[src/rtl/cpu_pkg.sv]
// Shared definitions for the 4-bit teaching CPU: default widths, opcodes
// and the sequencer state encoding.
package cpu_pkg;

    localparam int DW_DEF  = 8;
    localparam int AW_DEF  = 4;
    localparam int OPC_W   = 4;

    localparam logic [OPC_W-1:0] OP_NOP = 4'h0;
    localparam logic [OPC_W-1:0] OP_LDA = 4'h1;
    localparam logic [OPC_W-1:0] OP_ADD = 4'h2;
    localparam logic [OPC_W-1:0] OP_SUB = 4'h3;
    localparam logic [OPC_W-1:0] OP_STA = 4'h4;
    localparam logic [OPC_W-1:0] OP_LDI = 4'h5;
    localparam logic [OPC_W-1:0] OP_JMP = 4'h6;
    localparam logic [OPC_W-1:0] OP_JC  = 4'h7;
    localparam logic [OPC_W-1:0] OP_JZ  = 4'h8;
    localparam logic [OPC_W-1:0] OP_OUT = 4'hE;
    localparam logic [OPC_W-1:0] OP_HLT = 4'hF;

    typedef enum logic [1:0] {
        FETCH = 2'd0,
        EXEC  = 2'd1,
        MEM   = 2'd2,
        HALT  = 2'd3
    } state_e;

    // Instructions that need the synchronous RAM read and so a third cycle.
    function automatic logic is_mem_op(input logic [OPC_W-1:0] op);
        return (op == OP_LDA) || (op == OP_ADD) || (op == OP_SUB);
    endfunction

endpackage

[src/rtl/cpu_alu.sv]
// Combinational add/subtract for the accumulator path. Carry on subtract is
// the "no borrow" sense: set when a_i >= b_i.
module cpu_alu
    import cpu_pkg::*;
#(
    parameter int DW = DW_DEF
) (
    input  logic [DW-1:0] a_i,
    input  logic [DW-1:0] b_i,
    input  logic          sub_i,
    output logic [DW-1:0] result_o,
    output logic          carry_o,
    output logic          zero_o
);

    logic [DW:0] sum;

    // One (DW+1)-bit add or subtract; the top bit is carry-out or borrow.
    always_comb begin
        if (sub_i) begin
            sum     = {1'b0, a_i} - {1'b0, b_i};
            carry_o = ~sum[DW];
        end else begin
            sum     = {1'b0, a_i} + {1'b0, b_i};
            carry_o = sum[DW];
        end
        result_o = sum[DW-1:0];
        zero_o   = (sum[DW-1:0] == '0);
    end

endmodule

[src/rtl/cpu_sequencer.sv]
// Fetch/decode/execute controller for the 4-bit teaching CPU.
//
//   state | meaning
//   FETCH | latch rom_data (instruction at pc) into ir
//   EXEC  | execute; last cycle of 2-cycle ops, RAM address out for LDA/ADD/SUB
//   MEM   | consume ram_rdata for LDA/ADD/SUB; last cycle of those ops
//   HALT  | stopped after HLT until rst
//
// The PC lives outside; this block only steers it with pc_en/jmp/jmploc,
// once per instruction in its last cycle. pc_en is forced high during rst
// because the PC only applies its reset on enabled edges.
module cpu_sequencer
    import cpu_pkg::*;
#(
    parameter int DW = DW_DEF,
    parameter int AW = AW_DEF
) (
    input  logic          CLK,
    input  logic          rst,
    input  logic [AW-1:0] pc,
    input  logic [DW-1:0] rom_data,
    output logic          pc_en,
    output logic          jmp,
    output logic [AW-1:0] jmploc,
    output logic [AW-1:0] ram_addr,
    output logic          ram_we,
    output logic [DW-1:0] ram_wdata,
    input  logic [DW-1:0] ram_rdata,
    output logic [DW-1:0] acc,
    output logic          flag_c,
    output logic          flag_z,
    output logic [DW-1:0] out_data,
    output logic          out_valid,
    output logic          halted
);

    state_e          state_q;
    logic [DW-1:0]   ir_q;
    logic [DW-1:0]   acc_q;
    logic            flag_c_q;
    logic            flag_z_q;
    logic [DW-1:0]   out_data_q;
    logic            out_valid_q;
    logic            halted_q;

    logic [OPC_W-1:0] opcode;
    logic [AW-1:0]    operand;
    logic             jump_taken;

    logic [DW-1:0]   alu_result;
    logic            alu_carry;
    logic            alu_zero;

    // The ROM is addressed by pc outside this block, so pc itself is not needed here.
    logic            unused_pc;
    assign unused_pc = ^pc;

    assign opcode  = ir_q[DW-1 -: OPC_W];
    assign operand = ir_q[AW-1:0];

    assign jump_taken = (opcode == OP_JMP)
                      || ((opcode == OP_JC) && flag_c_q)
                      || ((opcode == OP_JZ) && flag_z_q);

    cpu_alu #(.DW(DW)) u_alu (
        .a_i      (acc_q),
        .b_i      (ram_rdata),
        .sub_i    (opcode == OP_SUB),
        .result_o (alu_result),
        .carry_o  (alu_carry),
        .zero_o   (alu_zero)
    );

    // PC steering and RAM port, decoded from state and ir; rst kills writes and jumps.
    always_comb begin
        pc_en     = 1'b0;
        jmp       = 1'b0;
        jmploc    = operand;
        ram_addr  = '0;
        ram_we    = 1'b0;
        ram_wdata = acc_q;
        if (rst) begin
            pc_en = 1'b1;
        end else begin
            case (state_q)
                EXEC: begin
                    ram_addr = operand;
                    ram_we   = (opcode == OP_STA);
                    if (is_mem_op(opcode) || (opcode == OP_HLT)) begin
                        pc_en = 1'b0;
                    end else if (jump_taken) begin
                        jmp = 1'b1;
                    end else begin
                        pc_en = 1'b1;
                    end
                end
                MEM: begin
                    ram_addr = operand;
                    pc_en    = 1'b1;
                end
                default: begin
                    pc_en = 1'b0;
                end
            endcase
        end
    end

    // Sequencer state and all architectural registers.
    always_ff @(posedge CLK) begin
        if (rst) begin
            state_q     <= FETCH;
            ir_q        <= '0;
            acc_q       <= '0;
            flag_c_q    <= 1'b0;
            flag_z_q    <= 1'b0;
            out_data_q  <= '0;
            out_valid_q <= 1'b0;
            halted_q    <= 1'b0;
        end else begin
            out_valid_q <= 1'b0;
            case (state_q)
                FETCH: begin
                    ir_q    <= rom_data;
                    state_q <= EXEC;
                end
                EXEC: begin
                    state_q <= FETCH;
                    case (opcode)
                        OP_LDA, OP_ADD, OP_SUB: begin
                            state_q <= MEM;
                        end
                        OP_LDI: begin
                            acc_q <= {{(DW-AW){1'b0}}, operand};
                        end
                        OP_OUT: begin
                            out_data_q  <= acc_q;
                            out_valid_q <= 1'b1;
                        end
                        OP_HLT: begin
                            state_q  <= HALT;
                            halted_q <= 1'b1;
                        end
                        default: begin
                            state_q <= FETCH;
                        end
                    endcase
                end
                MEM: begin
                    state_q <= FETCH;
                    if (opcode == OP_LDA) begin
                        acc_q <= ram_rdata;
                    end else begin
                        acc_q    <= alu_result;
                        flag_c_q <= alu_carry;
                        flag_z_q <= alu_zero;
                    end
                end
                HALT: begin
                    state_q <= HALT;
                end
                default: begin
                    state_q <= FETCH;
                end
            endcase
        end
    end

    assign acc       = acc_q;
    assign flag_c    = flag_c_q;
    assign flag_z    = flag_z_q;
    assign out_data  = out_data_q;
    assign out_valid = out_valid_q;
    assign halted    = halted_q;

endmodule

[config.mk]
export PLATFORM = sky130hd
export DESIGN_NAME = cpu_sequencer
export DESIGN_NICKNAME = d
export VERILOG_FILES = /design/src/rtl/cpu_pkg.sv /design/src/rtl/cpu_alu.sv /design/src/rtl/cpu_sequencer.sv
export SDC_FILE = /design/constraint.sdc
export NUM_CORES = 1
export LEC_CHECK = 0
export BUFFER_PORTS_ARGS = -buffer_cell sky130_fd_sc_hd__buf_2
export CORE_UTILIZATION = 53
export DETAILED_ROUTE_END_ITERATION = 10
export PLACE_DENSITY = 0.8
export SLEW_MARGIN = 20
export SYNTH_ARGS = -nofsm -noshare
export SYNTH_HDL_FRONTEND = slang
export SYNTH_SLANG_ARGS = --single-unit
[constraint.sdc]
create_clock -name CLK -period 2.7 [get_ports CLK]
set_input_delay 0.54 -clock CLK [delete_from_list [all_inputs] [get_ports CLK]]
set_output_delay 0.54 -clock CLK [all_outputs]
set_load 0.02 [all_outputs]
==> impl_metrics.py <==
metrics = {
    "run_status": {
        "status": "finished clean",
    },
    "clock_network": {
        "numCtsBuffers": 5,
        "cts_setup_buffers": 0,
        "postCtsResizedCells": 0,
        "cts_buffer_depth": 2,
        "path_clk_slew_ns": 0.07,
        "htreeDepth": 2,
        "cts-root-buf": "clkbuf_8",
        "cts_hold_buf": 0,
        "cts.sinks": 30,
        "clk_latency_ns": 0.28,
        "cts_tree": "yes",
    },
    "finish": {
        "finalNetCount": 362,
        "areaGrowthSynthToFinish_pct": 15.0,
        "final_core_util_pct": 63.7,
        "drive_gt1_share_pct": 22.7,
        "diodes": 0,
    },
    "timing": {
        "tightest_slew_ns": 0.590,
        "fin_skew_ns": 0.00842,
        "period_minus_slack_ns": 2.44,
        "fin_setup_tns_ns": 0,
        "fmax_ghz": 0.410,
        "slew-limit-headroom_pct": 60.6,
        "hold_ws_ns": 0.443,
        "setup_viol": 0,
        "final-hold-violation-count": 0,
        "period_share_pct": 90.4,
        "rsz0062_at_grt": "no",
        "drv_slew": 0,
    },
    "routing": {
        "drt-pass1-iter-count": 5,
        "first_iter_violations": 156,
        "totalWireLength_mm": 5.17,
        "via_count": 2052,
        "drc": 0,
        "ant_nets": 0,
        "vias_per_cell": 5.59,
        "routedWlPerCell_um": 14.1,
    },
    "synthesis": {
        "synthTopCellsByCount": "nor2_1 (32), dfxtp_1 (30), ha_1 (22), inv_1 (22), mux2i_1 (21)",
        "ys_top_cells_by_area": "dfxtp_1 (27%), ha_1 (12%), mux2i_1 (9.4%)",
        "synth_flop_cell": "dfxtp_1",
        "ys_types": 51,
        "syn_inst": 270,
        "synth_nets": 316,
        "synth_edf_count": 0,
        "syn_area_per_cell_um2": 8.27,
        "async_flop_share_pct": 0,
        "yosysSeqAreaShare_pct": 26.9,
        "ys.warnings.count": 0,
        "syn-cell-area_mm2": 0.00223,
        "yosys.area.top_type": "dfxtp_1",
        "synth_seq_cells": 30,
        "synth.most_common_cell": "nor2_1",
        "synth_top_area_share_pct": 26.9,
    },
    "global_route": {
        "grt-ovfl-total": 0,
        "grt_max_degree": 20,
        "antenna_found_initial": 0,
        "grt_pass1_wl_mm": 8.60,
        "track_usage_pct": 25.4,
        "grt_pass1_vias": 1856,
    },
    "floorplan": {
        "rows": 23,
        "die_area_mm2": 0.00447,
        "core_mm2": 0.00403,
        "die_width_um": 66.9,
        "io_pins": 61,
        "die_h_um": 66.9,
        "start_util_pct": 55.4,
    },
    "setup_path": {
        "end_kind": "output pin",
        "cp-start-kind": "flip-flop",
        "path_max_fanout": 8,
        "arrival_ns": 1.90,
        "crit_type": "reg -> out",
        "crit_required_ns": 2.16,
    },
    "pwr": {
        "p_per_area_mw_per_mm2": 396,
        "leakagePower_nw": 1.24,
        "ir_worst_vdd_mv": 0.397,
        "power_mw": 1.02,
    },
    "placed_design": {
        "gp_congestion": 0.874,
        "hpwl_mm": 4.05,
        "io_buffers": 56,
    },
    "hold_path": {
        "min_path_type": "reg -> reg",
    },
    "job": {
        "cap_violations": 0,
    },
}
-- final timing paths --
check	start	to	slack, ns	cells after the start
max reg2reg	acc[5]$_SDFFE_PP0P_	acc[7]$_SDFFE_PP0P_	0.29	7
min reg2reg	halted$_SDFFE_PP0P_	halted$_SDFFE_PP0P_	0.44	2
max	ir_q[6]$_SDFFE_PP0N_	pc_en	0.26	7
min	halted$_SDFFE_PP0P_	halted$_SDFFE_PP0P_	0.44	2
-- power by group --
group	switching, mW	total, mW	internal, mW
registers	0.0174	0.472	0.454
logic	0.101	0.170	0.0692
clock network	0.168	0.373	0.205
total	0.286	1.02	0.729
-- placed cells by master (no fill, tap or decap), drive strengths merged, types with 7 or more instances in the layout --
master and instances:
buf 61, nor2 33, dfxtp 30, inv 22
ha 22, mux2i 21, nand2 18, a21oi 17
o21ai 8, nand3 8, clkbuf 7
-- metrics by stage --
stage	instance area [um2]	setup slack, ns	cells
after floorplan	2230	0.435	270
final	2570	0.259	367
after CTS	2570	0.270	367
after global routing	2570	0.121	367
after detailed placement	2470	0.0431	359
after global placement	2470	0.123	359
-- sequential cells by signal (all words and copies together), names as in the netlist --
signal / count
acc: 8
flag_c: 1
flag_z: 1
halted: 1
ir_q: 8
out_data: 8
out_valid: 1
state_q: 2
-- final cells by class --
cell class                      instances  area, um2
Clock buffer                            7       86.3
Clock inverter                          1       5.00
Inverter                               22       82.6
Timing Repair Buffer                   61        318
Multi-Input combinational cell        196       1410
Fill cell                             372       1460
Tap cell                               50       62.6
Sequential cell                        30        601
-- cell families (layout without fill, tap and decap cells) --
family / Yosys count / after routing / share of synthesized area [%]
DFF: 30 / 30 / 26.9
adders and majority gates: 24 / 24 / 14.1
and+or+nand+nor: 90 / 90 / 20.9
muxes: 21 / 21 / 9.42
buffers and inverters: 44 / 91 / 9.87
AOI/OAI and AO/OA: 60 / 60 / 18.4
xor gates and xnor gates: 1 / 1 / 0.392
-- worst max-delay path, cell delays in order (launching register included) --
cell and delay [ns]:
dfxtp_1 0.45, or2b_1 0.29, nor2_1 0.13, a31oi_1 0.06, a2bb2oi_1 0.15, a41o_1 0.21
a21o_1 0.17, buf_2 0.15
-- per-layer routing --
metal  global-route usage [%]  up-vias  part of all wire (%)  routed length [um]
met5                        0        -                     0                   0
met4                     10.1        0                   2.0                 102
met3                     5.99       10                   5.3                 275
met2                     37.1       56                    44                2270
met1                     35.2      950                    49                2530
li1                         -     1036                     -                   -
No activity file was read; power rests on OpenSTA's default activity.
